--- src/rtl/fft_mag_writer_pkg.sv ---
// Shared sizes, writer state encoding and saturating counter helper for the FFT magnitude writer.
package fft_pkg;

    localparam int unsigned FFT_LEN = 1024;
    localparam int unsigned ADDR_W  = $clog2(FFT_LEN);
    localparam int unsigned MAG_W   = 16;
    localparam int unsigned SMP_W   = 16;
    localparam int unsigned CNT_W   = 8;

    typedef enum logic [1:0] {
        ST_SYNC         = 2'd0,
        ST_CAPTURE      = 2'd1,
        ST_DRAIN        = 2'd2,
        ST_WAIT_SAMPLER = 2'd3
    } wr_state_e;

    function automatic logic [CNT_W-1:0] sat_inc(input logic [CNT_W-1:0] v);
        return (&v) ? v : v + CNT_W'(1);
    endfunction

endpackage

--- src/rtl/fft_mag_writer_if.sv ---
// FFT stream input, magnitude BRAM write port and sampler handshake of the magnitude writer.
interface fft_mag_writer_if;
    import fft_pkg::*;

    logic                    fft_valid;
    logic signed [SMP_W-1:0] fft_re;
    logic signed [SMP_W-1:0] fft_im;
    logic                    fft_last;
    logic                    fft_ready;
    logic [ADDR_W-1:0]       write_addr;
    logic [MAG_W-1:0]        write_data;
    logic                    write_enable;
    logic                    sampler_start;
    logic                    sampler_done;

    modport master (
        output fft_valid, fft_re, fft_im, fft_last, sampler_done,
        input  fft_ready, write_addr, write_data, write_enable, sampler_start
    );

    modport slave (
        input  fft_valid, fft_re, fft_im, fft_last, sampler_done,
        output fft_ready, write_addr, write_data, write_enable, sampler_start
    );
endinterface

--- src/rtl/fft_mag_writer_mag_l1.sv ---
// Two-stage pipelined L1 magnitude |re|+|im| saturated to MAG_W, with valid/index tags carried alongside.
module mag_l1
    import fft_pkg::*;
(
    input  logic                    clk,
    input  logic                    rst,
    input  logic                    in_valid_i,
    input  logic [ADDR_W-1:0]       in_idx_i,
    input  logic signed [SMP_W-1:0] re_i,
    input  logic signed [SMP_W-1:0] im_i,
    output logic                    out_valid_o,
    output logic [ADDR_W-1:0]       out_idx_o,
    output logic [MAG_W-1:0]        out_mag_o
);

    localparam int unsigned ABS_W = SMP_W + 1;
    localparam logic [ABS_W-1:0] MAG_MAX = ABS_W'((1 << MAG_W) - 1);

    logic [ABS_W-1:0]  re_ext_c, im_ext_c;
    logic [ABS_W-1:0]  abs_re_d, abs_im_d, abs_re_q, abs_im_q;
    logic [ABS_W-1:0]  sum_c;
    logic [MAG_W-1:0]  mag_d;
    logic              v1_q, v2_q;
    logic [ADDR_W-1:0] idx1_q, idx2_q;
    logic [MAG_W-1:0]  mag_q;

    // Extra bit keeps |-32768| = 32768 exact before the saturating sum.
    always_comb begin
        re_ext_c = {re_i[SMP_W-1], re_i};
        im_ext_c = {im_i[SMP_W-1], im_i};
        abs_re_d = re_ext_c[ABS_W-1] ? (~re_ext_c + ABS_W'(1)) : re_ext_c;
        abs_im_d = im_ext_c[ABS_W-1] ? (~im_ext_c + ABS_W'(1)) : im_ext_c;
        sum_c    = abs_re_q + abs_im_q;
        mag_d    = (sum_c > MAG_MAX) ? MAG_W'(MAG_MAX) : MAG_W'(sum_c);
    end

    always_ff @(posedge clk) begin
        if (rst) begin
            v1_q     <= 1'b0;
            idx1_q   <= '0;
            abs_re_q <= '0;
            abs_im_q <= '0;
            v2_q     <= 1'b0;
            idx2_q   <= '0;
            mag_q    <= '0;
        end else begin
            v1_q     <= in_valid_i;
            idx1_q   <= in_idx_i;
            abs_re_q <= abs_re_d;
            abs_im_q <= abs_im_d;
            v2_q     <= v1_q;
            idx2_q   <= idx1_q;
            mag_q    <= mag_d;
        end
    end

    assign out_valid_o = v2_q;
    assign out_idx_o   = idx2_q;
    assign out_mag_o   = mag_q;

endmodule

--- src/rtl/fft_mag_writer.sv ---
// Frame-synchronising FFT magnitude writer: fills the magnitude BRAM one bin per beat and
// hands each complete frame to the peak-search sampler.
module fft_mag_writer
    import fft_pkg::*;
(
    input  logic              clk,
    input  logic              rst,
    fft_mag_writer_if.slave   bus,
    output logic [CNT_W-1:0]  dropped_frames,
    output logic [CNT_W-1:0]  frame_errors
);

    wr_state_e         state_q, state_d;
    logic [ADDR_W-1:0] idx_q, idx_d;
    logic              mid_q, mid_d;
    logic              drain_q, drain_d;
    logic              start_q, start_d;
    logic [CNT_W-1:0]  drop_q, drop_d;
    logic [CNT_W-1:0]  err_q, err_d;
    logic              cap_c;
    logic              beat_last_c;
    logic              idx_end_c;
    logic              eff_mid_c;

    assign beat_last_c = bus.fft_valid & bus.fft_last;
    assign idx_end_c   = (idx_q == ADDR_W'(FFT_LEN - 1));
    // A beat arriving with sampler_done decides mid-frame status in the same cycle.
    assign eff_mid_c   = bus.fft_valid ? ~bus.fft_last : mid_q;

    always_ff @(posedge clk) begin
        if (rst) begin
            state_q <= ST_SYNC;
            idx_q   <= '0;
            mid_q   <= 1'b0;
            drain_q <= 1'b0;
            start_q <= 1'b0;
            drop_q  <= '0;
            err_q   <= '0;
        end else begin
            state_q <= state_d;
            idx_q   <= idx_d;
            mid_q   <= mid_d;
            drain_q <= drain_d;
            start_q <= start_d;
            drop_q  <= drop_d;
            err_q   <= err_d;
        end
    end

    always_comb begin
        state_d = state_q;
        case (state_q)
            ST_SYNC:         if (beat_last_c) state_d = ST_CAPTURE;
            ST_CAPTURE: begin
                if (bus.fft_valid && idx_end_c)
                    state_d = bus.fft_last ? ST_DRAIN : ST_SYNC;
            end
            ST_DRAIN:        if (drain_q) state_d = ST_WAIT_SAMPLER;
            ST_WAIT_SAMPLER: if (bus.sampler_done) state_d = eff_mid_c ? ST_SYNC : ST_CAPTURE;
            default:         state_d = ST_SYNC;
        endcase
    end

    always_comb begin
        idx_d   = idx_q;
        mid_d   = mid_q;
        drain_d = 1'b0;
        start_d = 1'b0;
        drop_d  = drop_q;
        err_d   = err_q;
        cap_c   = 1'b0;
        case (state_q)
            ST_SYNC: begin
                idx_d = '0;
                if (beat_last_c) drop_d = sat_inc(drop_q);
            end
            ST_CAPTURE: begin
                mid_d = 1'b0;
                if (bus.fft_valid) begin
                    cap_c = 1'b1;
                    if (bus.fft_last) begin
                        idx_d = '0;
                        if (!idx_end_c) err_d = sat_inc(err_q);
                    end else if (idx_end_c) begin
                        idx_d = '0;
                        err_d = sat_inc(err_q);
                    end else begin
                        idx_d = idx_q + ADDR_W'(1);
                    end
                end
            end
            ST_DRAIN, ST_WAIT_SAMPLER: begin
                idx_d = '0;
                if (bus.fft_valid) mid_d = ~bus.fft_last;
                if (beat_last_c)   drop_d = sat_inc(drop_q);
                if (state_q == ST_DRAIN) begin
                    drain_d = 1'b1;
                    start_d = drain_q;
                end
            end
            default: begin
                idx_d = '0;
            end
        endcase
    end

    mag_l1 u_mag (
        .clk         (clk),
        .rst         (rst),
        .in_valid_i  (cap_c),
        .in_idx_i    (idx_q),
        .re_i        (bus.fft_re),
        .im_i        (bus.fft_im),
        .out_valid_o (bus.write_enable),
        .out_idx_o   (bus.write_addr),
        .out_mag_o   (bus.write_data)
    );

    assign bus.fft_ready     = 1'b1;
    assign bus.sampler_start = start_q;
    assign dropped_frames    = drop_q;
    assign frame_errors      = err_q;

endmodule
--- src/flat_wrapper.sv ---
// flat-port wrapper written by rule: the top's interface ports become plain ports
module fft_mag_writer_flat import fft_pkg::*;
  (clk, rst, dropped_frames, frame_errors, bus_fft_valid, bus_fft_re, bus_fft_im, bus_fft_last, bus_sampler_done, bus_fft_ready, bus_write_addr, bus_write_data, bus_write_enable, bus_sampler_start);
  fft_mag_writer_if bus_i ();
  input  logic clk;
  input  logic rst;
  output logic [CNT_W-1:0] dropped_frames;
  output logic [CNT_W-1:0] frame_errors;
  input wire logic [$bits(bus_i.fft_valid)-1:0] bus_fft_valid;
  input wire logic [$bits(bus_i.fft_re)-1:0] bus_fft_re;
  input wire logic [$bits(bus_i.fft_im)-1:0] bus_fft_im;
  input wire logic [$bits(bus_i.fft_last)-1:0] bus_fft_last;
  input wire logic [$bits(bus_i.sampler_done)-1:0] bus_sampler_done;
  output wire logic [$bits(bus_i.fft_ready)-1:0] bus_fft_ready;
  output wire logic [$bits(bus_i.write_addr)-1:0] bus_write_addr;
  output wire logic [$bits(bus_i.write_data)-1:0] bus_write_data;
  output wire logic [$bits(bus_i.write_enable)-1:0] bus_write_enable;
  output wire logic [$bits(bus_i.sampler_start)-1:0] bus_sampler_start;
  assign bus_i.fft_valid = bus_fft_valid;
  assign bus_i.fft_re = bus_fft_re;
  assign bus_i.fft_im = bus_fft_im;
  assign bus_i.fft_last = bus_fft_last;
  assign bus_i.sampler_done = bus_sampler_done;
  assign bus_fft_ready = bus_i.fft_ready;
  assign bus_write_addr = bus_i.write_addr;
  assign bus_write_data = bus_i.write_data;
  assign bus_write_enable = bus_i.write_enable;
  assign bus_sampler_start = bus_i.sampler_start;
  fft_mag_writer u_core (.clk(clk), .rst(rst), .bus(bus_i), .dropped_frames(dropped_frames), .frame_errors(frame_errors));
endmodule
--- config.mk ---
export PLATFORM = sky130hd
export DESIGN_NAME = fft_mag_writer_flat
export DESIGN_NICKNAME = d
export VERILOG_FILES = /design/src/rtl/fft_mag_writer_pkg.sv /design/src/rtl/fft_mag_writer_if.sv /design/src/rtl/fft_mag_writer_mag_l1.sv /design/src/rtl/fft_mag_writer.sv /design/src/flat_wrapper.sv
export SDC_FILE = /design/constraint.sdc
export NUM_CORES = 1
export LEC_CHECK = 0
export CAP_MARGIN = 0
export CORE_ASPECT_RATIO = 0.8
export CORE_MARGIN = 3
export CORE_UTILIZATION = 53
export CTS_BUF_LIST = sky130_fd_sc_hd__clkbuf_16
export DETAILED_ROUTE_END_ITERATION = 12
export HOLD_SLACK_MARGIN = 0.12
export PLACE_DENSITY = 0.8
export SYNTH_ARGS = -nofsm -noshare
export SYNTH_HDL_FRONTEND = slang
export SYNTH_SLANG_ARGS = --single-unit
--- constraint.sdc ---
create_clock -name clk -period 2.8 [get_ports clk]
set_input_delay 0.56 -clock clk [delete_from_list [all_inputs] [get_ports clk]]
set_output_delay 0.56 -clock clk [all_outputs]
set_load 0.005 [all_outputs]
======== After elaboration in Yosys (flattened, before gate mapping) ========
Index checks and enable logic that the tools add are counted.
word-level totals
  flip-flop bits (word level) ............. 103
  input port bits ......................... 37
  output and inout bits ................... 45
  logic and storage cells ................. 81
operators by class
  add/sub/neg operators ................... 6
  $lt $le $gt $ge ......................... 1
  equality and inequality tests ........... 10
  mux-type cells .......................... 22
  bitwise gates (word level) .............. 10
  reduce and logical (&&, ||, !) cells .... 16
operators with widths
  kind                                                                      number
  17-bit by 1-bit adder with 17-bit output (second input constant)          2
  17-bit inverter                                                           2
  8-bit two-way mux                                                         4
  10-bit two-way mux                                                        3
  15-bit two-way mux                                                        2
  10-bit case mux with 2 select lines                                       1
  17-bit adder                                                              1
  17-bit by 16-bit > comparator with 1-bit output (second input constant)   1
  8-bit by 1-bit adder with 8-bit output (second input constant)            2
  16-bit two-way mux                                                        1
  8-bit AND reduction                                                       2
  10-bit by 1-bit adder with 10-bit output (second input constant)          1
  10-bit == test (second input constant)                                    1
  2-bit two-way mux                                                         5
  2-bit OR reduction                                                        5
  2-bit case mux with 4 select lines                                        1
  4-bit AND reduction                                                       2
  1-bit inverter                                                            7
  2-bit by 1-bit inequality test with 1-bit output (second input constant)  3
  2-bit inequality test (second input constant)                             3
  3-bit OR reduction                                                        2
  2-bit == test (second input constant)                                     2
  1-bit two-way mux                                                         4
  2-bit nonzero test                                                        2
  other kinds (6)                                                           6

======== Depth between registers and ports, before layout ========
  depth in word-level cells ............... 5
  gate-level depth with buffers ........... 10
  mapped depth without buffers ............ 9

======== Hierarchy ========
Synthesis repeated with hierarchy kept, for this count alone.
unflattened totals
  cells, all modules ...................... 536
  area total of the unflattened synthesis .. 4760.8 µm²
by module, submodules not included
  module          instances  cells an instance  area each (µm²)  sequential area each (µm²)
  mag_l1          1          357                3250.6           1441.4
  fft_mag_writer  1          179                1510.2           620.6

======== Worst setup path after synthesis ========
No wires, ideal clock.
  kind .................................... register to register
  start point ............................. reg u_core.u_mag.abs_re_q[0]
  end point ............................... reg u_core.u_mag.mag_q[10], in the netlist u_core.u_mag.out_mag_o[10]
  library setup time ...................... 132 ps
  arrival ................................. 2203 ps
  data required time ...................... 2668 ps
  slack ................................... 465 ps
  cell stages (with the launch flop) ...... 11
  path buffers ............................ 1
  clock period less this slack ............ 2335 ps
  cell sequence ........................... dfxtp_1 -> ha_1 -> inv_1 -> fa_1 -> nand2b_1 -> a21oi_1 -> o21ai_1 -> o21a_1 -> o211ai_1 -> buf_2 -> a21oi_1
between the ends
  cells in the longest elaborated chain, start to end .. 3
ends and longest elaborated chain
  element                                          RTL line                     text
  start: declaration                               fft_mag_writer_mag_l1.sv:20  logic [ABS_W-1:0] abs_re_d, abs_im_d, abs_re_q, abs_im_q;
  start signal: assignment                         fft_mag_writer_mag_l1.sv:49  abs_re_q <= abs_re_d;
  17-bit adder *                                   fft_mag_writer_mag_l1.sv:33  sum_c = abs_re_q + abs_im_q;
  17-bit by 16-bit > comparator with 1-bit output  fft_mag_writer_mag_l1.sv:34  mag_d = (sum_c > MAG_MAX) ? MAG_W'(MAG_MAX) : MAG_W'(sum_c);
  16-bit two-way mux *                             fft_mag_writer_mag_l1.sv:34
  end signal: assignment                           fft_mag_writer_mag_l1.sv:53  mag_q <= mag_d;
  end: declaration                                 fft_mag_writer_mag_l1.sv:25  logic [MAG_W-1:0] mag_q;
Every way passes the cells marked *; elsewhere a longest branch is shown, timed or not.
A chain may end at the register's enable or synchronous reset.

======== Final worst setup path ========
  start point ............................. in bus_fft_im[1]
  end point ............................... reg u_core.u_mag.abs_im_q[13]
between the ends
  cells in the longest elaborated chain, start to end .. 3
ends and longest elaborated chain
  element                                   RTL line                     text
  start: declaration                        flat_wrapper.sv:11           input wire logic [$bits(bus_i.fft_im)-1:0] bus_fft_im;
  17-bit inverter                           fft_mag_writer_mag_l1.sv:32  abs_im_d = im_ext_c[ABS_W-1] ? (~im_ext_c + ABS_W'(1)) : im_ext_c;
  17-bit by 1-bit adder with 17-bit output  fft_mag_writer_mag_l1.sv:32
  15-bit two-way mux                        fft_mag_writer_mag_l1.sv:32
  end signal: assignment                    fft_mag_writer_mag_l1.sv:50  abs_im_q <= abs_im_d;
  end: declaration                          fft_mag_writer_mag_l1.sv:20
No other way between the ends.

==> metrics <==
outcome=complete, no violations; Die Area=around 0.01 mm2; skew final=approximately 0.012 ns; cell taking the most area after synthesis=dfxtp_1; Layout Cells excl Fill=720; Area Growth Syn to Fin=25.8%; HP Class=reg -> reg; postcts setup bufs=0; Startpoint Class=input port; sw frac=about a quarter; global-route wire length before repair=about 17 mm; largest net degree at the start of global routing=33; clock buffer depth=2; synth warn=0; Least-Margin Pin Slew=approximately 0.59 ns; f_max=roughly 0.41 GHz; Async S/R FF share, synth=0%; RSZ-0062 raised after global routing=no; Reg power frac=a little under half; fin area=0.00591 mm2; Cell variety after synth=54; Diodes inserted=0; post-route setup TNS=0 ns; initial antenna violation count=0; P_int=roughly 2.5 mW; sequential area share after synthesis=between 40% and 50%; CP arrival=2.68 ns; core area=0.00856 mm2; DRC violations left=0; final worst setup slack=0.348 ns; Fillers=~700; final net count=662; clock power share=~38%; Final Max Tran Viols=0; I/O Pins=a little over 80; Max FO, Critical Path=3; layout cell share with drive strength beyond 1=just under 5%; CP peak stage delay=0.56 ns; NetSw=0.827 mW; worst path required time=slightly above 3 ns; routed len/inst=~14 um; Cell Area, Placed=around 0.0056 mm2; Setup WS pre-CTS=around 0.018 ns; CTS clk-pin slew, worst paths=roughly 0.070 ns; synthesized cell area=~0.0047 mm2; die height=~90 um; cells along the critical path=clkdlybuf4s50_1 > or2_1 > or4b_1 > or2_1 > o41ai_2 > xor2_1 > nor2_1; slowest CP cell=or4b_1; GRT overflow=0; gpl congestion=around 0.87; Port Buffers=80; most frequent cells in the layout=103 x dfxtp_1, 79 x clkdlybuf4s50_1, 66 x nor2_1, 42 x a21oi_1, 40 x xor2_1; Setup CP Type=in -> reg; P_leak=2.28 nW; CTS H-tree depth=3; Max Cap Violations=0; most frequent CP cell=or2_1; Synth top area share=43.8%; CTS sink cnt=103; Num CTS Buffers=9; Post-CTS Resized=0; Site Rows=30; synthesized area per cell=roughly 9 um2; Setup crit end kind=register; starting density of the core=between 50% and 60%; via count=3876; Comb pwr share=between 10% and 20%; Fin. Hold Viols=0; cts hold-fix bufs=0; Synth Register Bits=between 100 and 150; Routed Antenna Nets=0; Worst IR Drop VDD=about 0.34 mV; hold slack=about 0.44 ns; commonest non-fill, non-tap cell in the layout=dfxtp_1; Post-synth EDFFs=0; placed cells=704; Tot GR Track Use=19.6%; post-route total power=3.32 mW; Final HPWL DP=~7.5 mm; Power Dens Cells=561 mW/mm2; Post-Syn Instances=525; Root Buffer=clkbuf_16; vias in the first global route=3536; iteration count of the initial detailed-routing pass=5; Via-to-Cell Ratio=approximately 5.4; most common flop cell mapped by yosys=dfxtp_1; fin util=between 60 and 70%; largest cells by area after synthesis=dfxtp_1 44%, xor2_1 7.4%, ha_1 5.6%; Initial DRC Count=between 150 and 200; Setup Viol. Count Final=0; Total Wirelength=9.87 mm; Final Cycle Share=87.6%; min Tclk post-route=2.45 ns; Rel. slew slack=between 60% and 70%; die width=around 110 um; Clk Latency, worst-skew pair=~0.34 ns; CTS tree=yes
[critical path, delay by kind of cell]
kind	cells	cell delay, ns
compound gates	1	0.31
xor+xnor	1	0.17
buf+inv	1	0.44
simple gates	4	1.20
[synth_stat cells, types with 5 or more instances]
master	count
and3_1	7
xor2_1	40
mux2i_1	5
a21oi_1	42
nor2b_1	26
nand2b_1	8
o41ai_1	6
nor2_1	66
inv_1	12
o21ai_0	26
dfxtp_1	103
or3_1	8
nand4_1	9
o31ai_1	5
nand3_1	10
ha_1	21
nor4_1	5
o21a_1	5
nand2_1	30
xnor2_1	15
nor3_1	8
or4_1	5
clkbuf_1	13
[kinds of logic after synthesis]
family / share of synthesized area, %
simple gates: 21.1
compound gates: 14.8
flops: 43.8
xor+xnor: 10.2
buf+inv: 2.79
fa+ha+maj: 6.01
mux: 1.06
other cells: 0.160
[cell type report]
type,instances,area [um2],share of cell area [%]
Multi-Input combinational cell,390,2510,42.5
Sequential cell,103,2060,34.9
Timing Repair Buffer,87,848,14.3
Clock buffer,9,225,3.81
Tap cell,112,140,2.37
Clock inverter,7,80.1,1.35
Inverter,12,45.0,0.762
[metal layers]
layer,up-vias,GRT usage (%),part of all wire [%]
li1,1990,-,-
met1,1762,28.9,50
met2,116,29.0,44
met3,8,4.35,5.9
met4,0,5.37,0.87
met5,-,0,0
[state kept, by name (all words and copies together), names as in the netlist, named ones only]
name                      flops
u_core.drain_q                1
u_core.idx_q                 10
u_core.bus.sampler_start      1
u_core.dropped_frames         8
u_core.u_mag.v1_q             1
u_core.u_mag.abs_re_q        17
u_core.u_mag.idx1_q          10
u_core.u_mag.out_idx_o       10
u_core.frame_errors           8
u_core.u_mag.out_valid_o      1
u_core.mid_q                  1
u_core.u_mag.out_mag_o       16
u_core.state_q                1
u_core.u_mag.abs_im_q        17
[final timing paths]
check / startpoint / end / slack (ns) / cells past startpoint
max reg2reg: u_core.u_mag.abs_re_q[0] / u_core.u_mag.out_mag_o[2] / 0.39 / 10
min: u_core.u_mag.idx1_q[2] / u_core.u_mag.out_idx_o[2] / 0.44 / 1
min reg2reg: u_core.u_mag.idx1_q[2] / u_core.u_mag.out_idx_o[2] / 0.44 / 1
max: bus_fft_im[1] / u_core.u_mag.abs_im_q[13] / 0.35 / 7
[power groups by stage]
stage / logic [mW] / clock network (mW) / registers, mW
final: 0.502 / 1.25 / 1.57
after global routing: 0.554 / 1.34 / 1.57
after global placement: 0.484 / 0 / 1.60
after floorplan: 0.285 / 0 / 1.60
after detailed placement: 0.496 / 0 / 1.60
after CTS: 0.501 / 1.27 / 1.57
Note: power is estimated with default switching activity, not from simulation.
